--- src/rtl/instruction_fetch_if.sv ---
// ----------------------------------------------------------------------------
// instruction_fetch_if
//   Bundles the two handshakes that the fetch unit sits between:
//     - memory read port  : mem_req / mem_addr  ->  mem_ack / mem_rdata
//     - decoder offer     : ir_out / ir_valid   ->  ir_ready
//   Modports:
//     master : the fetch unit (drives req/addr and the instruction offer)
//     slave  : the environment (memory answers, decoder accepts)
// ----------------------------------------------------------------------------
interface instruction_fetch_if #(
  parameter int WIDTH  = 8,
  parameter int IWIDTH = 8
);
  logic              mem_req;
  logic [WIDTH-1:0]  mem_addr;
  logic              mem_ack;
  logic [IWIDTH-1:0] mem_rdata;
  logic [IWIDTH-1:0] ir_out;
  logic              ir_valid;
  logic              ir_ready;

  modport master (
    output mem_req,
    output mem_addr,
    input  mem_ack,
    input  mem_rdata,
    output ir_out,
    output ir_valid,
    input  ir_ready
  );

  modport slave (
    input  mem_req,
    input  mem_addr,
    output mem_ack,
    output mem_rdata,
    input  ir_out,
    input  ir_valid,
    output ir_ready
  );
endinterface

--- src/rtl/instruction_fetch.sv ---
// ----------------------------------------------------------------------------
// instruction_fetch
//   Reader side of the program counter. Takes the current PC, issues a memory
//   read with a req/ack handshake, latches the returned word into the
//   instruction register and offers it to the decoder with valid/ready.
//   pc_inc pulses once per successfully fetched word.
//
//   Ports:
//     clk        rising-edge clock
//     rst_n      asynchronous active-low reset
//     run        fetch enable (level); only gates starting a new request
//     flush      synchronous discard of in-flight and held instruction
//     pc_in      current PC from program_counter
//     pc_inc     one-cycle pulse, drives program_counter enable
//     fetch_err  sticky timeout flag (constant 0 unless FETCH_TIMEOUT_EN)
//     bus        instruction_fetch_if.master: mem_req/mem_addr/mem_ack/
//                mem_rdata and ir_out/ir_valid/ir_ready
//
//   Optional feature macro: FETCH_TIMEOUT_EN
//     When defined, a request that sees no mem_ack for TIMEOUT_CYCLES cycles
//     is abandoned and fetch_err is set until flush or reset. When undefined,
//     REQ waits for mem_ack indefinitely.
// ----------------------------------------------------------------------------
module instruction_fetch #(
  parameter int WIDTH          = 8,
  parameter int IWIDTH         = 8,
  parameter int TIMEOUT_CYCLES = 15
) (
  input  logic                clk,
  input  logic                rst_n,
  input  logic                run,
  input  logic                flush,
  input  logic [WIDTH-1:0]    pc_in,
  output logic                pc_inc,
  output logic                fetch_err,
  instruction_fetch_if.master bus
);

  typedef enum logic [1:0] {
    IDLE = 2'd0,
    REQ  = 2'd1,
    HOLD = 2'd2
  } state_t;

  state_t            state_r;
  state_t            state_s;
  logic              discard_r;
  logic              discard_s;
  logic              load_s;
  logic              timeout_s;
  logic              err_block_s;
  logic              mem_req_r;
  logic              ir_valid_r;
  logic              pc_inc_r;
  logic [IWIDTH-1:0] ir_out_r;

  // The address is a straight copy of the PC. It is stable during REQ because
  // pc_inc is never high while a request is outstanding.
  assign bus.mem_addr = pc_in;
  assign bus.mem_req  = mem_req_r;
  assign bus.ir_out   = ir_out_r;
  assign bus.ir_valid = ir_valid_r;
  assign pc_inc       = pc_inc_r;

`ifdef FETCH_TIMEOUT_EN
  localparam int CW = $clog2(TIMEOUT_CYCLES + 1);

  logic [CW-1:0] tcnt_r;
  logic          fetch_err_r;

  // The count holds the number of ack-less REQ cycles already completed, so
  // the cycle that would bring it to TIMEOUT_CYCLES is the abort cycle.
  assign timeout_s   = (state_r == REQ) && !bus.mem_ack &&
                       (tcnt_r == CW'(TIMEOUT_CYCLES - 1));
  assign err_block_s = fetch_err_r;
  assign fetch_err   = fetch_err_r;

  // Wait counter: cleared on REQ entry, +1 per REQ cycle without ack.
  always_ff @(posedge clk or negedge rst_n) begin
    if (!rst_n) begin
      tcnt_r <= {CW{1'b0}};
    end else if ((state_s == REQ) && (state_r != REQ)) begin
      tcnt_r <= {CW{1'b0}};
    end else if ((state_r == REQ) && !bus.mem_ack) begin
      tcnt_r <= tcnt_r + CW'(1);
    end else begin
      tcnt_r <= tcnt_r;
    end
  end

  // Sticky error flag; flush clears it and takes priority over a new timeout.
  always_ff @(posedge clk or negedge rst_n) begin
    if (!rst_n) begin
      fetch_err_r <= 1'b0;
    end else if (flush) begin
      fetch_err_r <= 1'b0;
    end else if (timeout_s) begin
      fetch_err_r <= 1'b1;
    end else begin
      fetch_err_r <= fetch_err_r;
    end
  end
`else
  assign timeout_s   = 1'b0;
  assign err_block_s = 1'b0;
  // Constant 0; the timeout parameter has no effect in this build.
  assign fetch_err   = (TIMEOUT_CYCLES < 0) ? 1'b1 : 1'b0;
`endif

  // Next-state logic and per-cycle decisions of the fetch FSM.
  always_comb begin
    state_s   = state_r;
    discard_s = discard_r;
    load_s    = 1'b0;
    case (state_r)
      IDLE: begin
        discard_s = 1'b0;
        if (run && !flush && !err_block_s) begin
          state_s = REQ;
        end else begin
          state_s = IDLE;
        end
      end
      REQ: begin
        if (bus.mem_ack) begin
          // A flush seen earlier (discard) or right now drops the word.
          if (discard_r || flush) begin
            state_s   = IDLE;
            discard_s = 1'b0;
          end else begin
            state_s = HOLD;
            load_s  = 1'b1;
          end
        end else if (timeout_s) begin
          state_s   = IDLE;
          discard_s = 1'b0;
        end else if (flush) begin
          // The request is never withdrawn; remember to drop its data.
          state_s   = REQ;
          discard_s = 1'b1;
        end else begin
          state_s = REQ;
        end
      end
      HOLD: begin
        if (flush) begin
          state_s = IDLE;
        end else if (bus.ir_ready) begin
          if (run) begin
            state_s = REQ;
          end else begin
            state_s = IDLE;
          end
        end else begin
          state_s = HOLD;
        end
      end
      default: begin
        state_s   = IDLE;
        discard_s = 1'b0;
      end
    endcase
  end

  // FSM state and discard flag registers.
  always_ff @(posedge clk or negedge rst_n) begin
    if (!rst_n) begin
      state_r   <= IDLE;
      discard_r <= 1'b0;
    end else begin
      state_r   <= state_s;
      discard_r <= discard_s;
    end
  end

  // Registered handshake outputs, decoded from the next state so they line up
  // with the state they describe.
  always_ff @(posedge clk or negedge rst_n) begin
    if (!rst_n) begin
      mem_req_r  <= 1'b0;
      ir_valid_r <= 1'b0;
      pc_inc_r   <= 1'b0;
    end else begin
      mem_req_r  <= (state_s == REQ);
      ir_valid_r <= (state_s == HOLD);
      pc_inc_r   <= load_s;
    end
  end

  // Instruction register: loaded only by an accepted, non-discarded ack.
  always_ff @(posedge clk or negedge rst_n) begin
    if (!rst_n) begin
      ir_out_r <= {IWIDTH{1'b0}};
    end else if (load_s) begin
      ir_out_r <= bus.mem_rdata;
    end else begin
      ir_out_r <= ir_out_r;
    end
  end

endmodule

--- src/flat_wrapper.sv ---
// flat-port wrapper written by rule: the top's interface ports become plain ports
module instruction_fetch_flat 
#(
  parameter int WIDTH          = 8,
  parameter int IWIDTH         = 8,
  parameter int TIMEOUT_CYCLES = 15
)
  (clk, rst_n, run, flush, pc_in, pc_inc, fetch_err, bus_mem_req, bus_mem_addr, bus_mem_ack, bus_mem_rdata, bus_ir_out, bus_ir_valid, bus_ir_ready);
  instruction_fetch_if #(.WIDTH(WIDTH), .IWIDTH(IWIDTH)) bus_i ();
  input  logic clk;
  input  logic rst_n;
  input  logic run;
  input  logic flush;
  input  logic [WIDTH-1:0] pc_in;
  output logic pc_inc;
  output logic fetch_err;
  output wire logic [$bits(bus_i.mem_req)-1:0] bus_mem_req;
  output wire logic [$bits(bus_i.mem_addr)-1:0] bus_mem_addr;
  input wire logic [$bits(bus_i.mem_ack)-1:0] bus_mem_ack;
  input wire logic [$bits(bus_i.mem_rdata)-1:0] bus_mem_rdata;
  output wire logic [$bits(bus_i.ir_out)-1:0] bus_ir_out;
  output wire logic [$bits(bus_i.ir_valid)-1:0] bus_ir_valid;
  input wire logic [$bits(bus_i.ir_ready)-1:0] bus_ir_ready;
  assign bus_mem_req = bus_i.mem_req;
  assign bus_mem_addr = bus_i.mem_addr;
  assign bus_i.mem_ack = bus_mem_ack;
  assign bus_i.mem_rdata = bus_mem_rdata;
  assign bus_ir_out = bus_i.ir_out;
  assign bus_ir_valid = bus_i.ir_valid;
  assign bus_i.ir_ready = bus_ir_ready;
  instruction_fetch #(.WIDTH(WIDTH), .IWIDTH(IWIDTH), .TIMEOUT_CYCLES(TIMEOUT_CYCLES)) u_core (.clk(clk), .rst_n(rst_n), .run(run), .flush(flush), .pc_in(pc_in), .pc_inc(pc_inc), .fetch_err(fetch_err), .bus(bus_i));
endmodule
--- config.mk ---
export PLATFORM = sky130hd
export DESIGN_NAME = instruction_fetch_flat
export DESIGN_NICKNAME = d
export VERILOG_FILES = /design/src/rtl/instruction_fetch_if.sv /design/src/rtl/instruction_fetch.sv /design/src/flat_wrapper.sv
export SDC_FILE = /design/constraint.sdc
export NUM_CORES = 1
export LEC_CHECK = 0
export CORE_MARGIN = 2
export CORE_UTILIZATION = 35
export DETAILED_ROUTE_END_ITERATION = 10
export GPL_TIMING_DRIVEN = 0
export HOLD_SLACK_MARGIN = 0.06
export PLACE_DENSITY = 0.75
export SLEW_MARGIN = 20
export SYNTH_ARGS = -nofsm -noshare
export SYNTH_HDL_FRONTEND = slang
export SYNTH_SLANG_ARGS = --single-unit
export TNS_END_PERCENT = 50
--- constraint.sdc ---
create_clock -name clk -period 3.7 [get_ports clk]
set_clock_uncertainty 0.15 [all_clocks]
set_input_delay 0.555 -clock clk [delete_from_list [all_inputs] [get_ports clk]]
set_output_delay 0.555 -clock clk [all_outputs]
set_load 0.02 [all_outputs]
# After elaboration in Yosys (flattened, before gate mapping)
# Index checks and enable logic that the tools add are counted.
dict set report totals {
  output_inout_bits 20
  wordCells 32
  in_bits 22
  ff_bits 14
}
dict set report classes {
  bitwise 1
  reduce_logical 5
  n_mux 14
  n_eq_ne 6
}
# operator n
set ops {}
lappend ops {{1-bit two-way mux} 8}
lappend ops {{2-bit two-way mux} 4}
lappend ops {{2-bit one-hot mux with 3 select lines} 1}
lappend ops {{2-bit by 1-bit equality test with 1-bit output (second input constant)} 2}
lappend ops {{2-bit equality test (second input constant)} 2}
lappend ops {{3-bit by 2-bit != test with 1-bit output (second input constant)} 1}
lappend ops {{3-bit != test (second input constant)} 1}
lappend ops {{3-bit AND reduction} 1}
lappend ops {{2-bit zero test} 1}
lappend ops {{1-bit one-hot mux with 2 select lines} 1}
lappend ops {{1-bit logical AND} 1}
lappend ops {{1-bit zero test} 1}
lappend ops {{1-bit logical OR} 1}
lappend ops {{1-bit inverter} 1}

# Logic depth before layout (Yosys ltp)
dict set report depth {
  ltp_word 5
  ltp_mapped 5
}

# Worst setup path after synthesis
# Ideal clock, no wire load.
dict set report synth_timing {
  kind {input port to flip-flop}
  start {input flush}
  end {register u_core.ir_out_r[0] (netlist: u_core.bus.ir_out[0])}
  required_ns 3.425
  arrival_ns 1.526
  path_stages 3
  setup_slack_ns 1.899
  path_cell_list {or4_4 buf_6 mux2_4}
}
dict set report synth_via {
  elab_chain_cells 4
}
# item line
set synth_rtl {}
lappend synth_rtl {{from (decl)} flat_wrapper.sv:13} ;# input logic flush;
lappend synth_rtl {{1-bit logical OR} instruction_fetch.sv:127} ;# if (discard_r || flush) begin
lappend synth_rtl {{1-bit two-way mux} instruction_fetch.sv:127}
lappend synth_rtl {{1-bit two-way mux} instruction_fetch.sv:125} ;# if (bus.mem_ack) begin
lappend synth_rtl {{1-bit two-way mux} instruction_fetch.sv:115} ;# case (state_r)
lappend synth_rtl {{to (signal assigned)} instruction_fetch.sv:193} ;# ir_out_r <= {IWIDTH{1'b0}};
lappend synth_rtl {{to (signal assigned)} instruction_fetch.sv:195} ;# ir_out_r <= bus.mem_rdata;
lappend synth_rtl {{to (signal assigned)} instruction_fetch.sv:197} ;# ir_out_r <= ir_out_r;
lappend synth_rtl {{to (decl)} instruction_fetch.sv:55} ;# logic [IWIDTH-1:0] ir_out_r;
# No other way between the ends.
# A chain may end at the register's enable or synchronous reset.

# Worst setup path after layout
# Same ends and word-level chain as after synthesis.

==> out/metrics.csv <==
stage;metric;value;unit
placed_design;routability cong.;0.771;
sta;max_slew headroom;0.599;
placed_design;Post-DP Area;995;um2
pwr;cell-internal power;0.365;mW
job;Max Cap Viol;0;
global_route;largest net degree at the start of global routing;15;
worst_setup_path;reg2reg setup slack;2.02;ns
global_route;vias in the first global route;471;
detailed_routing;number of routed nets with antenna violations;0;
finish;share of post-route cells with drive strength above 1;0.293;
logic_synthesis;post-synthesis cell type count;16;
detailed_routing;routed len/inst;10.5;um
pwr;Gate power share;0.438;
sta;Final Setup Violations;0;
logic_synthesis;Yosys warnings;0;
clock_network;Clock Pin Slew Worst Setup and Hold Paths;0.07;ns
finish;Fill cells;142;
global_route;gr ovfl total;0;
worst_setup_path;CP Launch Type;input port;
detailed_routing;DRC violations left;0;
global_route;GRT Total Usage;0.120;
detailed_routing;Pre-Repair DR Iteration Count;2;
clock_network;Longest Clk Path Bufs;2;
sta;crit share post-route;0.558;
pwr;sequential power share;0.408;
logic_synthesis;Synth Instances;47;
pwr;Switch Pwr;0.154;mW
logic_synthesis;Syn Nets;69;
clock_network;clock buffer count from CTS;3;
global_route;antenna violations before repair;0;
clock_network;hold buffers post-CTS;0;
logic_synthesis;post-synthesis xor/xnor area fraction;0;
logic_synthesis;sequential fraction of the synthesis area;0.545;
sta;final worst path period need;2.07;ns
placed_design;I/O Buffers;32;
logic_synthesis;largest family of logic cells by synthesized area;multiplexers;
pwr;Static Leak;0.474;nW
worst_setup_path;worst path required time;3.70;ns
detailed_routing;DR vias/cell;4.41;
finish;Antenna diodes;0;
pwr;Worst VDD drop;0.000191;V
pwr;Pwr per Cell Area;509;mW/mm2
floorplanning;CORE AREA;0.00173;mm2
worst_setup_path;r2r worst-path depth;3;
floorplanning;Die Wd;46.9;um
pwr;total power;0.518;mW
clock_network;H-tree depth;1;
placed_design;Place WS;1.35;ns
floorplanning;Rows;15;
clock_network;post-CTS setup buffer count;0;
logic_synthesis;Yosys reg bits;14;
worst_setup_path;CP arrival;2.07;ns
pwr;Clk pwr share;0.154;
hold_path;Endpoint, Worst Hold;u_core.bus.ir_out[5];
hold_path;hold path startpoint;u_core.bus.ir_out[5];
worst_setup_path;reg2reg end;u_core.bus.ir_out[0];
pwr;Switching Share;0.296;
floorplanning;io pins;42;
sta;setup ws final;1.63;ns
sta;unrepaired setup endpoints after global routing;false;
detailed_routing;vias;472;
clock_network;clk_lat worst skew;0.27;ns
sta;Max Fclk;484;MHz
finish;P&R area growth vs syn;58.2;%
status;status;complete, no violations;
clock_network;root buf cell;clkbuf_4;
logic_synthesis;Synth Area in Adders;0;
finish;Finished Cell Area;0.00102;mm2
sta;max-slew violation count;0;
logic_synthesis;Cell Area, Synth;643;um2
logic_synthesis;syn avg cell area;13.7;um2
detailed_routing;1st-iter DRT viols;4;
clock_network;Clock Sink Count;14;
floorplanning;Starting Density;0.372;
hold_path;Worst Hold Class;reg2reg;
logic_synthesis;post-synthesis mux area share;0.181;
worst_setup_path;Critical Setup Path Class;in2reg;
global_route;first-pass GRT wire length;1.86;mm
floorplanning;die height;46.9;um
worst_setup_path;R2R Path Start;u_core.state_r[1];
worst_setup_path;maximum fanout along the worst path;10;
finish;post-layout util;0.589;
hold_path;hold path depth;1;
logic_synthesis;Post-Synth Simple-Gate Area;0.0545;
sta;Final Hold Vio Count;0;
sta;setup tns final;0;ns
detailed_routing;WL final;1.13;mm
logic_synthesis;complex-gate fraction of the synthesized area;0.0739;
clock_network;CTS tree;done;
floorplanning;die area;0.00220;mm2
worst_setup_path;Worst Setup End Kind;flop;
finish;final net count;106;
clock_network;PostCTS Resize Cnt;0;
sta;Tightest Pin Transition;0.600;ns
worst_setup_path;Crit. Startpoint;flush;
## through the flow
stage | cells | hold WS [ns]
after floorplan | 47 | 0.109
after global placement | 104 | 0.339
after detailed placement | 104 | 0.345
after CTS | 107 | 0.368
after global routing | 107 | 0.383
final | 107 | 0.362
## layer usage
metal  global-route usage  part of all wire  routed length (um)  vias up
met5                    0                 0                   0        -
met4               0.0333                 0                   0        0
met3               0.0346              0.12                 137        0
met2                0.197              0.44                 501       31
met1                0.155              0.43                 489      214
li1                     -                 -                   -      227
## state kept, by name (all words and copies together), names as in the netlist
register	flops
u_core.state_r	2
u_core.discard_r	1
u_core.bus.ir_out	8
u_core.bus.ir_valid	1
u_core.pc_inc	1
u_core.bus.mem_req	1
## area by class of cell
type	instances	area, um2	area share
Timing Repair Buffer	32	320	0.315
Multi-Input combinational cell	21	203	0.199
Buffer	11	86.3	0.0849
Tap cell	25	31.3	0.0308
Sequential cell	14	350	0.344
Clock buffer	3	22.5	0.0221
Inverter	1	3.75	0.00369
## power groups by stage
stage	registers, mW	logic, mW	clock network (mW)
6_report	0.211	0.227	0.0798
5_1_grt	0.217	0.243	0.0932
4_1_cts	0.212	0.229	0.0833
3_5_place_dp	0.214	0.228	0
3_3_place_gp	0.212	0.227	0
2_1_floorplan	0.260	0.0756	0
## synthesized netlist by cell type
library cell  number  area (um2)
nand2_1            1        3.75
o21ai_0            1        5.00
nand2b_1           1        6.26
dfrtp_1           14         350
a32o_1             2        20.0
inv_1              1        3.75
mux2_2             1        11.3
mux2_4             7         105
buf_6              1        11.3
nand2_2            1        6.26
buf_4             10        75.1
or4_4              1        11.3
o211ai_1           1        7.51
o31ai_1            2        15.0
conb_1             1        3.75
nor2_1             2        7.51
## layout by cell type (no fill, tap or decap)
master and instances:
clkdlybuf4s50_1 32, dfrtp_1 14, buf_4 10, mux2_4 7, clkbuf_4 3, o31ai_1 2
nor2_1 2, a32o_1 2, nand2_2 1, or4_4 1, buf_6 1, inv_1 1
nand2b_1 1, nand2_1 1, o211ai_1 1, o21ai_0 1, mux2_2 1, conb_1 1
## worst max-delay path by stage
stage	end	slack, ns	depth (start not counted)
after CTS	u_core.bus.ir_out[0]	1.63	4
after detailed placement	u_core.bus.ir_out[2]	1.35	4
final	u_core.bus.ir_out[0]	1.63	4
after global placement	u_core.bus.ir_out[6]	1.34	4
after global routing	u_core.bus.ir_out[5]	1.61	4
after floorplan	u_core.bus.ir_out[0]	1.90	3
## worst max-delay path, stage by stage
cell,delay (ns)
clkdlybuf4s50_1,0.47
or4_4,0.57
buf_6,0.17
mux2_4,0.30
## cell families after synthesis
| logic type | after synthesis |
|---|---|
| other cells | 1 |
| compound gates | 6 |
| flops | 14 |
| simple gates | 6 |
| buf+inv | 12 |
| mux | 8 |
(Power assumes the default switching activity.)
